`src/rtl/uart_ctrl_pkg.sv`:
```
// Shared constants and FSM state encoding for the UART transmit scheduler.
package uart_ctrl_pkg;

    localparam int N_REQ_DEF        = 4;
    localparam int BUSY_TIMEOUT_DEF = 15;
    localparam int BYTE_W           = 8;

    typedef enum logic [1:0] {
        IDLE      = 2'd0,
        START     = 2'd1,
        WAIT_BUSY = 2'd2,
        WAIT_DONE = 2'd3
    } sched_state_e;

endpackage

```
`src/rtl/rr_pick.sv`:
```
// Combinational round-robin picker: first set request strictly after ptr, wrapping around.
module rr_pick
    import uart_ctrl_pkg::*;
#(
    parameter int N_REQ = N_REQ_DEF,
    parameter int ID_W  = 2
) (
    input  logic [N_REQ-1:0] req,
    input  logic [ID_W-1:0]  ptr,
    output logic             found,
    output logic [ID_W-1:0]  idx
);

    logic [ID_W-1:0] pos;

    // Walk offsets 1..N_REQ so the pointer's own slot is considered last.
    always_comb begin
        found = 1'b0;
        idx   = '0;
        pos   = '0;
        for (int k = 1; k <= N_REQ; k++) begin
            pos = ID_W'((int'(ptr) + k) % N_REQ);
            if (!found && req[pos]) begin
                found = 1'b1;
                idx   = pos;
            end
        end
    end

endmodule

```
`src/rtl/uart_tx_scheduler.sv`:
```
// Shares one async_transmitter between N_REQ byte producers using round-robin
// arbitration over one-byte holding registers, with start-pulse retry on timeout.
module uart_tx_scheduler
    import uart_ctrl_pkg::*;
#(
    parameter int N_REQ        = N_REQ_DEF,
    parameter int ID_W         = 2,
    parameter int BUSY_TIMEOUT = BUSY_TIMEOUT_DEF
) (
    input  logic                    clk,
    input  logic                    rst,
    input  logic [N_REQ-1:0]        req_valid,
    input  logic [BYTE_W*N_REQ-1:0] req_data,
    output logic [N_REQ-1:0]        req_ready,
    output logic                    tx_start,
    output logic [BYTE_W-1:0]       tx_data,
    input  logic                    tx_busy,
    output logic [ID_W-1:0]         grant_id,
    output logic                    active,
    output logic [7:0]              retry_cnt
);

    localparam int              CNT_W    = $clog2(BUSY_TIMEOUT + 1);
    localparam logic [CNT_W-1:0] CNT_LAST = CNT_W'(BUSY_TIMEOUT - 1);

    localparam logic [1:0] S_IDLE      = IDLE;
    localparam logic [1:0] S_START     = START;
    localparam logic [1:0] S_WAIT_BUSY = WAIT_BUSY;
    localparam logic [1:0] S_WAIT_DONE = WAIT_DONE;

    logic [1:0]        state;
    logic [N_REQ-1:0]  hold_full;
    logic [N_REQ-1:0]  hold_full_nxt;
    logic [N_REQ-1:0]  accept;
    logic [N_REQ-1:0]  done_clr;
    logic [BYTE_W-1:0] hold_data [N_REQ];
    logic [ID_W-1:0]   last_grant;
    logic [CNT_W-1:0]  wait_cnt;
    logic              pick_found;
    logic [ID_W-1:0]   pick_idx;
    logic              frame_done;

    rr_pick #(
        .N_REQ (N_REQ),
        .ID_W  (ID_W)
    ) u_pick (
        .req   (hold_full),
        .ptr   (last_grant),
        .found (pick_found),
        .idx   (pick_idx)
    );

    assign accept     = req_valid & req_ready;
    assign frame_done = (state == S_WAIT_DONE) && !tx_busy;
    assign tx_start   = (state == S_START);
    assign active     = (state != S_IDLE);

    always_comb begin
        done_clr = '0;
        if (frame_done) done_clr[grant_id] = 1'b1;
    end

    assign hold_full_nxt = (hold_full | accept) & ~done_clr;

    // req_ready mirrors the next fill state so a slot never accepts twice before it drains.
    always_ff @(posedge clk) begin
        if (rst) begin
            hold_full <= '0;
            req_ready <= '0;
        end else begin
            hold_full <= hold_full_nxt;
            req_ready <= ~hold_full_nxt;
        end
    end

    always_ff @(posedge clk) begin
        for (int i = 0; i < N_REQ; i++) begin
            if (accept[i]) hold_data[i] <= req_data[BYTE_W*i +: BYTE_W];
        end
    end

    // A start pulse that the transmitter never acknowledges is repeated after BUSY_TIMEOUT cycles.
    always_ff @(posedge clk) begin
        if (rst) begin
            state      <= S_IDLE;
            tx_data    <= '0;
            grant_id   <= '0;
            last_grant <= ID_W'(N_REQ - 1);
            wait_cnt   <= '0;
            retry_cnt  <= '0;
        end else begin
            case (state)
                S_IDLE: begin
                    if (pick_found && !tx_busy) begin
                        grant_id <= pick_idx;
                        tx_data  <= hold_data[pick_idx];
                        state    <= S_START;
                    end
                end
                S_START: begin
                    wait_cnt <= '0;
                    state    <= S_WAIT_BUSY;
                end
                S_WAIT_BUSY: begin
                    if (tx_busy) begin
                        state <= S_WAIT_DONE;
                    end else if (wait_cnt == CNT_LAST) begin
                        state <= S_START;
                        if (retry_cnt != 8'hFF) retry_cnt <= retry_cnt + 8'd1;
                    end else begin
                        wait_cnt <= wait_cnt + 1'b1;
                    end
                end
                S_WAIT_DONE: begin
                    if (!tx_busy) begin
                        last_grant <= grant_id;
                        state      <= S_IDLE;
                    end
                end
                default: state <= S_IDLE;
            endcase
        end
    end

endmodule

```
`config.mk`:
```
export PLATFORM = sky130hd
export DESIGN_NAME = uart_tx_scheduler
export DESIGN_NICKNAME = d
export VERILOG_FILES = /design/src/rtl/uart_ctrl_pkg.sv /design/src/rtl/rr_pick.sv /design/src/rtl/uart_tx_scheduler.sv
export SDC_FILE = /design/constraint.sdc
export NUM_CORES = 1
export LEC_CHECK = 0
export ABC_AREA = 1
export CAP_MARGIN = 25
export CORE_MARGIN = 2
export CORE_UTILIZATION = 53
export CTS_BUF_LIST = sky130_fd_sc_hd__clkbuf_4 sky130_fd_sc_hd__clkbuf_8
export DETAILED_ROUTE_END_ITERATION = 12
export GPL_ROUTABILITY_DRIVEN = 1
export PLACE_DENSITY = 0.82
export SYNTH_ARGS = -nofsm -noshare
export SYNTH_HDL_FRONTEND = slang
export SYNTH_HIERARCHICAL = 1
export SYNTH_SLANG_ARGS = --single-unit
```
`constraint.sdc`:
```
create_clock -name clk -period 2.6 [get_ports clk]
set_input_delay 0.78 -clock clk [delete_from_list [all_inputs] [get_ports clk]]
set_output_delay 0.78 -clock clk [all_outputs]
set_load 0.01 [all_outputs]
```
==> impl_metrics.toml <==
[cts]
clockBufferDepth = 2
cts_tree = "done"
h-tree-depth = 3
clk_pin_slew_worst_paths_ns = 0.07
clk_root_buffer_cell = "clkbuf_8"
cts_resized = 0
post-cts-setup-buffers = 0
insertion_delay_ns = 0.34
cts-buffers-inserted = 9
cts.sinks = 66
postCtsHoldBufs = 0

[layout]
fill_cells = 463
fin_nets = 479
final_cell_mix = "clkdlybuf4s50_1, nand2_1, nor2_1, inv_1, dfxtp_1"
final_core_utilization_pct = 68.5
drive_gt1_share_pct = 11.4
final_common_cell = "clkdlybuf4s50_1"
diodes = 0
design_area_mm2 = 0.00403
area_growth_pct = 25.7

[synthesis]
synth_top_family_by_area = "simple AND/OR/NAND/NOR gates"
avgSynthCellArea_um2 = 8.69
syn_nets = 415
netlist_area_mm2 = 0.00321
synth_cell_type_count = 32
synth_mux_area_share_pct = 0
synth_compound_area_share_pct = 10.9
synth_adder_area_share_pct = 2.73
syn_inst = 369
synthSimpleGateAreaFrac_pct = 26.5
seq_area_frac_synth_pct = 51.2
yosysWarnings = 6
synth_seq_cells = 66
synth_xor_area_share_pct = 0

[floorplanning]
ios = 63
row_count = 28
die_h_um = 81.8
dieArea_mm2 = 0.00669
initial_core_util_pct = 54.5
core_mm2 = 0.00589
die_w_um = 81.8

[power_and_ir_drop]
leakagePower_nw = 1.65
finalPower_mw = 2.97
power_density_mw_per_mm2 = 737
irDropWorstVdd_mv = 0.515

[flow_run]
cap_violations = 0

[setup_path]
cp-end-kind = "output port"
path_common_cell = "inv_1"
startpoint = "state[0]$_SDFFE_PP0P_"
crit_fanout = 4
worst-r2r-cell-count = 14
worstPathArrival_ns = 1.71
cpMaxStageDelayCell = "clkdlybuf4s50_1"
cpPeakStageDelay_ns = 0.53
reg2reg_from = "last_grant[0]$_SDFFE_PP1P_"
path_depth = 4
startpoint_type = "flop"
cp.required_ns = 1.82
crit_chain = "inv_1 -> ha_1 -> inv_1 -> clkdlybuf4s50_1"
crit_family = "buffers and inverters"
worstSetupPathType = "reg -> out"
cp.buffers_inverters = 3

[global_routing]
grt_overflow = 0
grt_pass1_vias = 2535
grt_pass1_wl_um = 11600
grt_max_degree = 21
grt_util_all_layers_pct = 23.3
antenna_found_initial = 0

[detailed_routing]
wl_um = 7420
vias = 2712
wire_per_inst_um = 14.5
viasPerCell = 5.29
firstDrtPassIters = 4
ant_nets = 0
route.detailed.drc = 0
drt_iter0_drc = 191

[hold_path]
hold_path_startpoint = "retry_cnt[6]$_SDFFE_PP0P_"
worst_hold_path.num_cells = 2
hold_class = "reg -> reg"

[placed_design]
gp_congestion = 0.825
place_hpwl_um = 5370
dpl_cell_area_mm2 = 0.00385
preCtsSetupSlack_ns = 0.258
io_buffers = 62

[sta]
setup_slack_ns = 0.111
rsz0062_at_grt = "no"
fin_worst_skew_ns = 0.00725
slew_headroom_pct = 65.2
fin_setup_tns_ns = 0
hold_viol_final = 0
slew_violations = 0
fmax_mhz = 402
max_slew.worst_pin.slew_ns = 0.522
finalSetupViolCount = 0
layout_worst_path_cycle_share_pct = 95.7
fin_crit_ns = 2.49

[outcome]
status = "finished clean"
-- power breakdown --
part	switching [mW]	internal (mW)	total (mW)	leakage, nW
sequential	0.0826	1.20	1.28	0.575
clock	0.374	0.401	0.776	0.0937
combinational	0.532	0.379	0.911	0.979
total	0.989	1.98	2.97	1.65
-- kinds of logic after synthesis --
| kind of cell | count (synthesis) |
|---|---|
| AOI/OAI and AO/OA | 67 |
| buffers and inverters | 61 |
| and+or+nand+nor | 168 |
| adders and majority gates | 7 |
| DFF | 66 |
-- cells in the mapped netlist --
cell,instances,area share [%]
ha_1,7,2.7
inv_2,4,0.47
nand3_1,17,2.7
buf_4,3,0.70
nand2_1,61,7.1
buf_2,2,0.31
nor2_8,1,0.62
a31oi_1,1,0.20
nor2_1,46,5.4
o22ai_1,3,0.59
a21oi_2,1,0.27
a21oi_1,23,3.6
nand3_4,2,1.1
or2_1,1,0.20
clkbuf_2,1,0.16
nand2_2,12,2.3
nor2_4,3,1.1
nand4_1,13,2.5
inv_1,44,5.2
dfxtp_1,34,21
buf_6,4,1.4
o21bai_1,1,0.23
o21ai_1,11,1.7
nand3b_1,1,0.23
and2_1,4,0.78
nand3_2,1,0.31
inv_6,1,0.27
nand2_4,6,2.1
edfxtp_1,32,30
clkbuf_1,2,0.23
o21ai_0,26,4.1
o21a_1,1,0.23
-- final cells by class --
cell class / count / area (µm²) / area share, %
Clock buffer: 13 / 160 / 3.97
Clock inverter: 3 / 17.5 / 0.435
Inverter: 49 / 189 / 4.69
Multi-Input combinational cell: 242 / 1280 / 31.9
Sequential cell: 66 / 1640 / 40.7
Tap cell: 75 / 93.8 / 2.33
Timing Repair Buffer: 65 / 643 / 16.0
-- flip-flops by register name (all words and copies together) (netlist names) --
name / flops
hold_full: 4
hold_data: 32
retry_cnt: 8
last_grant: 2
req_ready: 4
grant_id: 2
state: 2
wait_cnt: 4
tx_data: 8
-- final timing paths --
kind                                    end  slack (ns)
setup reg to reg    tx_data[3]$_SDFFE_PP0P_        0.25
hold / removal    retry_cnt[6]$_SDFFE_PP0P_        0.54
hold reg to reg   retry_cnt[6]$_SDFFE_PP0P_        0.54
setup / recovery                     active        0.11
-- worst reg2reg max path, cell delays in order, from the launching register on --
cell     delay, ns
dfxtp_1       0.61
nand2_1       0.20
nand2_4       0.13
nand2_4       0.07
nand2_4       0.08
nor2_1        0.04
a21oi_1       0.12
nand3_1       0.21
buf_4         0.26
nor2_1        0.12
nor2_1        0.05
o21ai_0       0.07
o21ai_0       0.09
o21ai_0       0.15
inv_1         0.05
-- through the flow --
step,cells,hold slack (ns)
2_1_floorplan,369,0.464
3_3_place_gp,497,0.512
3_5_place_dp,497,0.529
4_1_cts,513,0.543
5_1_grt,513,0.562
6_report,513,0.544
-- layer usage --
metal | GRT usage (%) | routed length (µm)
met2 | 38.1 | 3660
met4 | 11.2 | 224
met3 | 6.48 | 473
met5 | 0 | 0
met1 | 28.3 | 3060
Note: power is estimated with default switching activity, not from simulation.
